==> config.mk <==
export PLATFORM = sky130hd
export DESIGN_NAME = openhw_ebu_arbiter_flat
export DESIGN_NICKNAME = d
export VERILOG_FILES = /design/src/rtl/openhw_ebu_pkg.sv /design/src/rtl/openhw_ebu_arbiter_if.sv /design/src/rtl/openhw_ebu_beatcounter.sv /design/src/rtl/openhw_ebu_arbiter.sv /design/src/flat_wrapper.sv
export SDC_FILE = /design/constraint.sdc
export NUM_CORES = 1
export LEC_CHECK = 0
export CAP_MARGIN = 20
export CORE_MARGIN = 10
export CORE_UTILIZATION = 40
export DETAILED_ROUTE_END_ITERATION = 10
export PLACE_DENSITY = 0.73
export SLEW_MARGIN = 20
export SYNTH_ARGS = -nofsm -noshare
export SYNTH_HDL_FRONTEND = slang
export SYNTH_SLANG_ARGS = --single-unit
export TNS_END_PERCENT = 5
==> constraint.sdc <==
create_clock -name HCLK -period 1.5 [get_ports HCLK]
set_input_delay 0.3 -clock HCLK [delete_from_list [all_inputs] [get_ports HCLK]]
set_output_delay 0.3 -clock HCLK [all_outputs]
set_load 0.01 [all_outputs]
==> src/rtl/openhw_ebu_pkg.sv <==
// Shared types and AHB encodings for the external bus unit arbiter.
// burst_beats() returns the index of the last beat of a burst.
package openhw_ebu_pkg;

  typedef enum logic [2:0] {
    ST_IDLE        = 3'd0,
    ST_LSU_OWN     = 3'd1,
    ST_IFU_OWN     = 3'd2,
    ST_LSU_RESTORE = 3'd3,
    ST_IFU_RESTORE = 3'd4
  } ebu_state_e;

  localparam logic [1:0] HTRANS_IDLE = 2'b00;

  localparam logic [2:0] HBURST_SINGLE = 3'b000;
  localparam logic [2:0] HBURST_INCR4  = 3'b011;
  localparam logic [2:0] HBURST_INCR8  = 3'b101;
  localparam logic [2:0] HBURST_INCR16 = 3'b111;

  // Undefined-length and wrapping encodings are treated as single beats.
  function automatic logic [3:0] burst_beats(input logic [2:0] hburst);
    logic [3:0] last;
    case (hburst)
      HBURST_SINGLE: last = 4'd0;
      HBURST_INCR4:  last = 4'd3;
      HBURST_INCR8:  last = 4'd7;
      HBURST_INCR16: last = 4'd15;
      default:       last = 4'd0;
    endcase
    return last;
  endfunction

endpackage

==> src/rtl/openhw_ebu_arbiter_if.sv <==
// Request, bus-phase and control signals between the two controller-input
// stages and the arbiter; master = stage/bus side, slave = arbiter side.
interface openhw_ebu_arbiter_if;

  logic       LSUReq;
  logic       IFUReq;
  logic [1:0] HTRANS;
  logic [2:0] HBURST;
  logic       HREADY;

  logic       LSUSave;
  logic       IFUSave;
  logic       LSURestore;
  logic       IFURestore;
  logic       LSUDisable;
  logic       IFUDisable;
  logic       LSUSelect;
  logic       IFUSelect;

  modport master (
    output LSUReq, IFUReq, HTRANS, HBURST, HREADY,
    input  LSUSave, IFUSave, LSURestore, IFURestore,
    input  LSUDisable, IFUDisable, LSUSelect, IFUSelect
  );

  modport slave (
    input  LSUReq, IFUReq, HTRANS, HBURST, HREADY,
    output LSUSave, IFUSave, LSURestore, IFURestore,
    output LSUDisable, IFUDisable, LSUSelect, IFUSelect
  );

endinterface

==> src/rtl/openhw_ebu_beatcounter.sv <==
// Counts accepted beats of the current burst and flags the final one.
// The counter saturates at 15 and clears after the final beat.
module openhw_ebu_beatcounter
  import openhw_ebu_pkg::*;
(
  input  logic       HCLK,
  input  logic       HRESET,
  input  logic [1:0] HTRANS,
  input  logic [2:0] HBURST,
  input  logic       HREADY,
  output logic       BeatAccepted,
  output logic       FinalBeat
);

  logic [3:0] count_q;
  logic [3:0] count_d;
  logic [3:0] lastIdx;

  assign BeatAccepted = HREADY && (HTRANS != HTRANS_IDLE);
  assign lastIdx      = burst_beats(HBURST);
  assign FinalBeat    = BeatAccepted && (count_q == lastIdx);

  always_comb begin
    count_d = count_q;
    if (FinalBeat) begin
      count_d = 4'd0;
    end else if (BeatAccepted && (count_q != 4'hF)) begin
      count_d = count_q + 4'd1;
    end
  end

  always_ff @(posedge HCLK) begin
    if (HRESET) begin
      count_q <= 4'd0;
    end else begin
      count_q <= count_d;
    end
  end

endmodule

==> src/rtl/openhw_ebu_arbiter.sv <==
// Two-manager AHB arbiter: bursts run to completion, a losing manager's
// first address phase is saved and replayed right after the owner finishes.
module openhw_ebu_arbiter
  import openhw_ebu_pkg::*;
#(
  parameter bit LSU_PRIORITY = 1'b1
) (
  input logic                 HCLK,
  input logic                 HRESET,
  openhw_ebu_arbiter_if.slave bus
);

  ebu_state_e state_q;
  ebu_state_e state_d;
  logic       lsuPending_q;
  logic       lsuPending_d;
  logic       ifuPending_q;
  logic       ifuPending_d;

  logic       beatAccepted;
  logic       finalBeat;
  logic       selLsu;
  logic       restoreSel;
  logic       otherReq;
  logic       otherPending;
  logic       saveOther;

  openhw_ebu_beatcounter u_beatcounter (
    .HCLK         (HCLK),
    .HRESET       (HRESET),
    .HTRANS       (bus.HTRANS),
    .HBURST       (bus.HBURST),
    .HREADY       (bus.HREADY),
    .BeatAccepted (beatAccepted),
    .FinalBeat    (finalBeat)
  );

  // A pending manager seen in IDLE is replayed there, exactly as in RESTORE.
  always_comb begin
    selLsu     = LSU_PRIORITY;
    restoreSel = 1'b0;
    unique case (state_q)
      ST_IDLE: begin
        if (lsuPending_q && (LSU_PRIORITY || !ifuPending_q)) begin
          selLsu     = 1'b1;
          restoreSel = 1'b1;
        end else if (ifuPending_q) begin
          selLsu     = 1'b0;
          restoreSel = 1'b1;
        end else if (bus.LSUReq && bus.IFUReq) begin
          selLsu = LSU_PRIORITY;
        end else if (bus.LSUReq) begin
          selLsu = 1'b1;
        end else if (bus.IFUReq) begin
          selLsu = 1'b0;
        end
      end
      ST_LSU_OWN: begin
        selLsu = 1'b1;
      end
      ST_IFU_OWN: begin
        selLsu = 1'b0;
      end
      ST_LSU_RESTORE: begin
        selLsu     = 1'b1;
        restoreSel = 1'b1;
      end
      ST_IFU_RESTORE: begin
        selLsu     = 1'b0;
        restoreSel = 1'b1;
      end
      default: begin
        selLsu     = LSU_PRIORITY;
        restoreSel = 1'b0;
      end
    endcase
  end

  always_comb begin
    otherReq     = selLsu ? bus.IFUReq : bus.LSUReq;
    otherPending = selLsu ? ifuPending_q : lsuPending_q;
    saveOther    = otherReq && !otherPending;
  end

  // The next RESTORE target uses the updated pending flags, so a request
  // saved in the final-beat cycle is replayed immediately afterwards.
  always_comb begin
    state_d      = state_q;
    lsuPending_d = lsuPending_q;
    ifuPending_d = ifuPending_q;

    if (saveOther) begin
      if (selLsu) begin
        ifuPending_d = 1'b1;
      end else begin
        lsuPending_d = 1'b1;
      end
    end

    if (restoreSel && beatAccepted) begin
      if (selLsu) begin
        lsuPending_d = 1'b0;
      end else begin
        ifuPending_d = 1'b0;
      end
    end

    if (beatAccepted) begin
      if (finalBeat) begin
        if (lsuPending_d && (LSU_PRIORITY || !ifuPending_d)) begin
          state_d = ST_LSU_RESTORE;
        end else if (ifuPending_d) begin
          state_d = ST_IFU_RESTORE;
        end else begin
          state_d = ST_IDLE;
        end
      end else if (selLsu) begin
        state_d = ST_LSU_OWN;
      end else begin
        state_d = ST_IFU_OWN;
      end
    end else if ((state_q == ST_IDLE) && restoreSel) begin
      if (selLsu) begin
        state_d = ST_LSU_RESTORE;
      end else begin
        state_d = ST_IFU_RESTORE;
      end
    end
  end

  always_ff @(posedge HCLK) begin
    if (HRESET) begin
      state_q      <= ST_IDLE;
      lsuPending_q <= 1'b0;
      ifuPending_q <= 1'b0;
    end else begin
      state_q      <= state_d;
      lsuPending_q <= lsuPending_d;
      ifuPending_q <= ifuPending_d;
    end
  end

  assign bus.LSUSelect  = selLsu;
  assign bus.IFUSelect  = !selLsu;
  assign bus.LSUDisable = !selLsu;
  assign bus.IFUDisable = selLsu;
  assign bus.LSUSave    = saveOther && !selLsu;
  assign bus.IFUSave    = saveOther && selLsu;
  assign bus.LSURestore = restoreSel && selLsu;
  assign bus.IFURestore = restoreSel && !selLsu;

endmodule
==> src/flat_wrapper.sv <==
// flat-port wrapper written by rule: the top's interface ports become plain ports
module openhw_ebu_arbiter_flat import openhw_ebu_pkg::*;
#(
  parameter bit LSU_PRIORITY = 1'b1
)
  (HCLK, HRESET, bus_LSUReq, bus_IFUReq, bus_HTRANS, bus_HBURST, bus_HREADY, bus_LSUSave, bus_IFUSave, bus_LSURestore, bus_IFURestore, bus_LSUDisable, bus_IFUDisable, bus_LSUSelect, bus_IFUSelect);
  openhw_ebu_arbiter_if bus_i ();
  input logic HCLK;
  input logic HRESET;
  input wire logic [$bits(bus_i.LSUReq)-1:0] bus_LSUReq;
  input wire logic [$bits(bus_i.IFUReq)-1:0] bus_IFUReq;
  input wire logic [$bits(bus_i.HTRANS)-1:0] bus_HTRANS;
  input wire logic [$bits(bus_i.HBURST)-1:0] bus_HBURST;
  input wire logic [$bits(bus_i.HREADY)-1:0] bus_HREADY;
  output wire logic [$bits(bus_i.LSUSave)-1:0] bus_LSUSave;
  output wire logic [$bits(bus_i.IFUSave)-1:0] bus_IFUSave;
  output wire logic [$bits(bus_i.LSURestore)-1:0] bus_LSURestore;
  output wire logic [$bits(bus_i.IFURestore)-1:0] bus_IFURestore;
  output wire logic [$bits(bus_i.LSUDisable)-1:0] bus_LSUDisable;
  output wire logic [$bits(bus_i.IFUDisable)-1:0] bus_IFUDisable;
  output wire logic [$bits(bus_i.LSUSelect)-1:0] bus_LSUSelect;
  output wire logic [$bits(bus_i.IFUSelect)-1:0] bus_IFUSelect;
  assign bus_i.LSUReq = bus_LSUReq;
  assign bus_i.IFUReq = bus_IFUReq;
  assign bus_i.HTRANS = bus_HTRANS;
  assign bus_i.HBURST = bus_HBURST;
  assign bus_i.HREADY = bus_HREADY;
  assign bus_LSUSave = bus_i.LSUSave;
  assign bus_IFUSave = bus_i.IFUSave;
  assign bus_LSURestore = bus_i.LSURestore;
  assign bus_IFURestore = bus_i.IFURestore;
  assign bus_LSUDisable = bus_i.LSUDisable;
  assign bus_IFUDisable = bus_i.IFUDisable;
  assign bus_LSUSelect = bus_i.LSUSelect;
  assign bus_IFUSelect = bus_i.IFUSelect;
  openhw_ebu_arbiter #(.LSU_PRIORITY(LSU_PRIORITY)) u_core (.HCLK(HCLK), .HRESET(HRESET), .bus(bus_i));
endmodule
==> results of run 1 <==
==> state kept, by name, indices dropped and copies added, names as in the netlist <==
| name | count |
|---|---|
| u_core.u_beatcounter.count_q | 4 |
| u_core.state_q | 3 |
| u_core.ifuPending_q | 1 |
| u_core.lsuPending_q | 1 |
==> power groups by stage <==
| stage | combinational, mW | clock (mW) | sequential (mW) |
|---|---|---|---|
| after floorplan | 0.286 | 0 | 0.296 |
| after global placement | 0.577 | 0 | 0.298 |
| after detailed placement | 0.585 | 0 | 0.298 |
| after CTS | 0.596 | 0.184 | 0.303 |
| after global routing | 0.661 | 0.205 | 0.307 |
| final | 0.606 | 0.180 | 0.303 |
==> path summary, 6_finish.rpt <==
kind | start | end | cells past startpoint
worst min register to register | u_core.u_beatcounter.count_q[2] | u_core.u_beatcounter.count_q[2] | 2
worst min-delay path | bus_HREADY | u_core.state_q[1] | 4
worst max register to register | u_core.state_q[1] | u_core.state_q[0] | 8
worst max-delay path | bus_IFUReq | bus_IFUSave | 5
==> layer usage <==
metal	up-vias	global-route usage (%)	wire length, um
li1	338	-	-
met1	328	10.29	669
met2	15	20.49	969
met3	5	2.790	69
met4	0	3.356	21
met5	-	0	0
==> tightest hold or removal path, delay by kind of cell <==
| kind | cells | cell delay, ns |
|---|---|---|
| buf+inv | 2 | 0.23 |
| compound gates | 2 | 0.20 |
==> kinds of logic (layout without fill, tap and decap cells) <==
kind of cell | after synthesis | after routing | share of synthesized area, %
mux | 2 | 2 | 3.397
simple gates | 26 | 26 | 22.29
buf+inv | 6 | 46 | 5.730
flops | 9 | 9 | 30.57
xor+xnor | 3 | 3 | 4.459
compound gates | 24 | 24 | 31.42
fa+ha+maj | 1 | 1 | 2.123
==> cell usage after synthesis <==
| library cell | count | area share (%) |
|---|---|---|
| a211oi_2 | 1 | 2.1 |
| buf_2 | 2 | 1.7 |
| a211oi_1 | 3 | 3.8 |
| a22o_1 | 1 | 1.5 |
| a31oi_1 | 1 | 1.1 |
| nand2b_1 | 2 | 2.1 |
| buf_4 | 2 | 2.5 |
| mux2i_1 | 2 | 3.4 |
| nor2_1 | 10 | 6.4 |
| dfxtp_1 | 9 | 31 |
| clkinv_2 | 1 | 0.85 |
| nor2b_1 | 2 | 2.1 |
| nor4_2 | 1 | 2.1 |
| o31ai_1 | 1 | 1.3 |
| o2bb2ai_1 | 1 | 1.5 |
| a311o_1 | 1 | 1.7 |
| o21ai_0 | 4 | 3.4 |
| o41a_4 | 1 | 3.6 |
| nor3_1 | 2 | 1.7 |
| ha_1 | 1 | 2.1 |
| o21ai_1 | 1 | 0.85 |
| xnor2_1 | 1 | 1.5 |
| nand2_1 | 5 | 3.2 |
| o21ai_2 | 1 | 1.5 |
| a32oi_1 | 1 | 1.5 |
| o21a_1 | 2 | 2.5 |
| nor3b_1 | 2 | 2.5 |
| xor2_1 | 2 | 3.0 |
| a21oi_1 | 3 | 2.5 |
| a21o_1 | 2 | 2.5 |
| inv_1 | 1 | 0.64 |
| and3_1 | 2 | 2.1 |
==> timing repair <==
item / in CTS / in global routing
gates resized for setup: 54 / 5
endpoints found under the setup margin: 17 / 15
hold buffers: 0 / 0
pin swaps: 5 / 4
cloned: 0 / 0
setup buffers: 1 / 1
==> stage by stage <==
step	cell area (um^2)	setup TNS (ns)	hold slack [ns]
finish	987.2	-1.336	0.5204
global route	987.2	-2.012	0.5512
CTS	965.9	-1.476	0.6312
detailed placement	915.9	-8.405	0.6123
global placement	915.9	-8.088	0.5377
floorplan	594.3	0	0.3707
==> layout make-up <==
type	instances	area, um^2
multi-input combinational	56	426.7
tap	15	18.77
fill	104	362.8
sequential	9	186.4
clock buffer	4	26.28
inverter	2	12.51
timing repair buffer	40	316.6
==> impl_results.md, run 1 <==
- Status: complete, but fails checks
- Failing checks: negative setup slack
- Syn Nets: 82
- F_max: 572.0 MHz
- Worst hold path class: input port to flop
- Yosys warning total: 0
- Crit-path cells: dlygate4sd2_1 -> nor3b_2 -> o41a_4 -> nor3b_2 -> buf_2
- Syn_area_per_cell: 8.300 um^2
- Die ar.: 3409 um^2
- Clock transition at the registers of the reported paths: 0.06 ns
- Net Switching: 383.7 uW
- Worst path top cell family by delay: compound AO/OA/AOI/OAI gates
- Sequential share of the synthesized area: 30.57%
- Largest net degree at the start of global routing: 7
- Unique masters post-synth: 32
- Area growth syn-to-layout: 67.52%
- Fraction of layout cells with a size suffix above 1: 45.05%
- CTS tree: built
- Routed vias: 686
- # port buffers: 17
- DR vias/cell: 5.444
- Routed length per instance: 13.73 um
- Post-DP HPWL: 1383 um
- Worst Path Buf+Inv: 2
- Synthesized area: 589.3 um^2
- Placer Congestion: 0.8845
- Combinational Power Share: 55.6%
- Initial antenna violation count: 0
- Final core utilization: 73.12%
- Minimum clock period: 1.748 ns
- Internal power: 706.1 uW
- Slew Limit Fails: 0
- Worst slew margin: 72.49%
- H-tree depth: 1
- LEAKAGE: 0.4652 nW
- Final worst slack: -0.2481 ns
- Clock buffer count from CTS: 3
- CP max stage cell: o41a_4
- Layout Skew: 0.0004197 ns
- Inserted Diodes: 0
- Overall routing resource usage: 10.51%
- Finish-stage setup viols: 11
- Flops & latches, synth: 9
- Post-Syn Instances: 71
- Startpoint types: input port
- Switching share of power: 35.21%
- Reg2Reg Setup Slack: -0.07 ns
- Max VDD drop: 0.5560 mV
- Starting Density: 43.65%
- Final period util: 116.5%
- Final hold vios: 0
- Max incr delay on CP: 0.46 ns
- Pre-CTS setup slack: -0.8320 ns
- DP Cell Count: 120
- Nets: 123
- Crit path DAT: 1.45 ns
- CP Capture Type: output port
- Top Ports: 18
- Core Rows: 13
- Worst-Margin Slew: 0.4099 ns
- Commonest non-fill, non-tap cell in the layout: buf_4
- Number of global-route vias before repair: 671
- Initial DRC Count: 17
- Clock buffer depth: 2
- Chip height: 58.39 um
- Detail Route Antenna Nets: 0
- Final wirelength: 1730 um
- CTS sink cnt: 9
- RSZ-0062 raised after global routing: true
- Clk pwr share: 16.6%
- Core ar.: 1350 um^2
- Clock root cell: clkbuf_4
- Fin cells: 126
- Crit Path Max Fanout: 4
- Cell Pwr Density: 1104 nW/um^2
- Worst endpoint required time: 1.20 ns
- Clock latency on the worst-skew pair: 0.25 ns
- CP most frequent cell: nor3b_2
- Router iterations before antenna repair: 4
- Max-cap violations: 0
- Sequential power share: 27.8%
- Total power: 1.090 mW
- GRT overflow: 0
- First-pass GRT wire length: 2898 um
- Crit path kind: input port to output port
- Die extent in x: 58.39 um
- DRC: 0
- Leading cell types in the layout, fill and taps excluded: 22 x buf_4, 9 x nor2_1, 6 x dlygate4sd2_1, 6 x buf_2, 6 x dfxtp_1
No activity file was read; power rests on OpenSTA's default activity.
==> inputs of run 2 (changes only) <==
SLEW_MARGIN = default   (was 20)
==> results of run 2 <==
The final DEF is identical to that of run 1; final timing and power are the same.
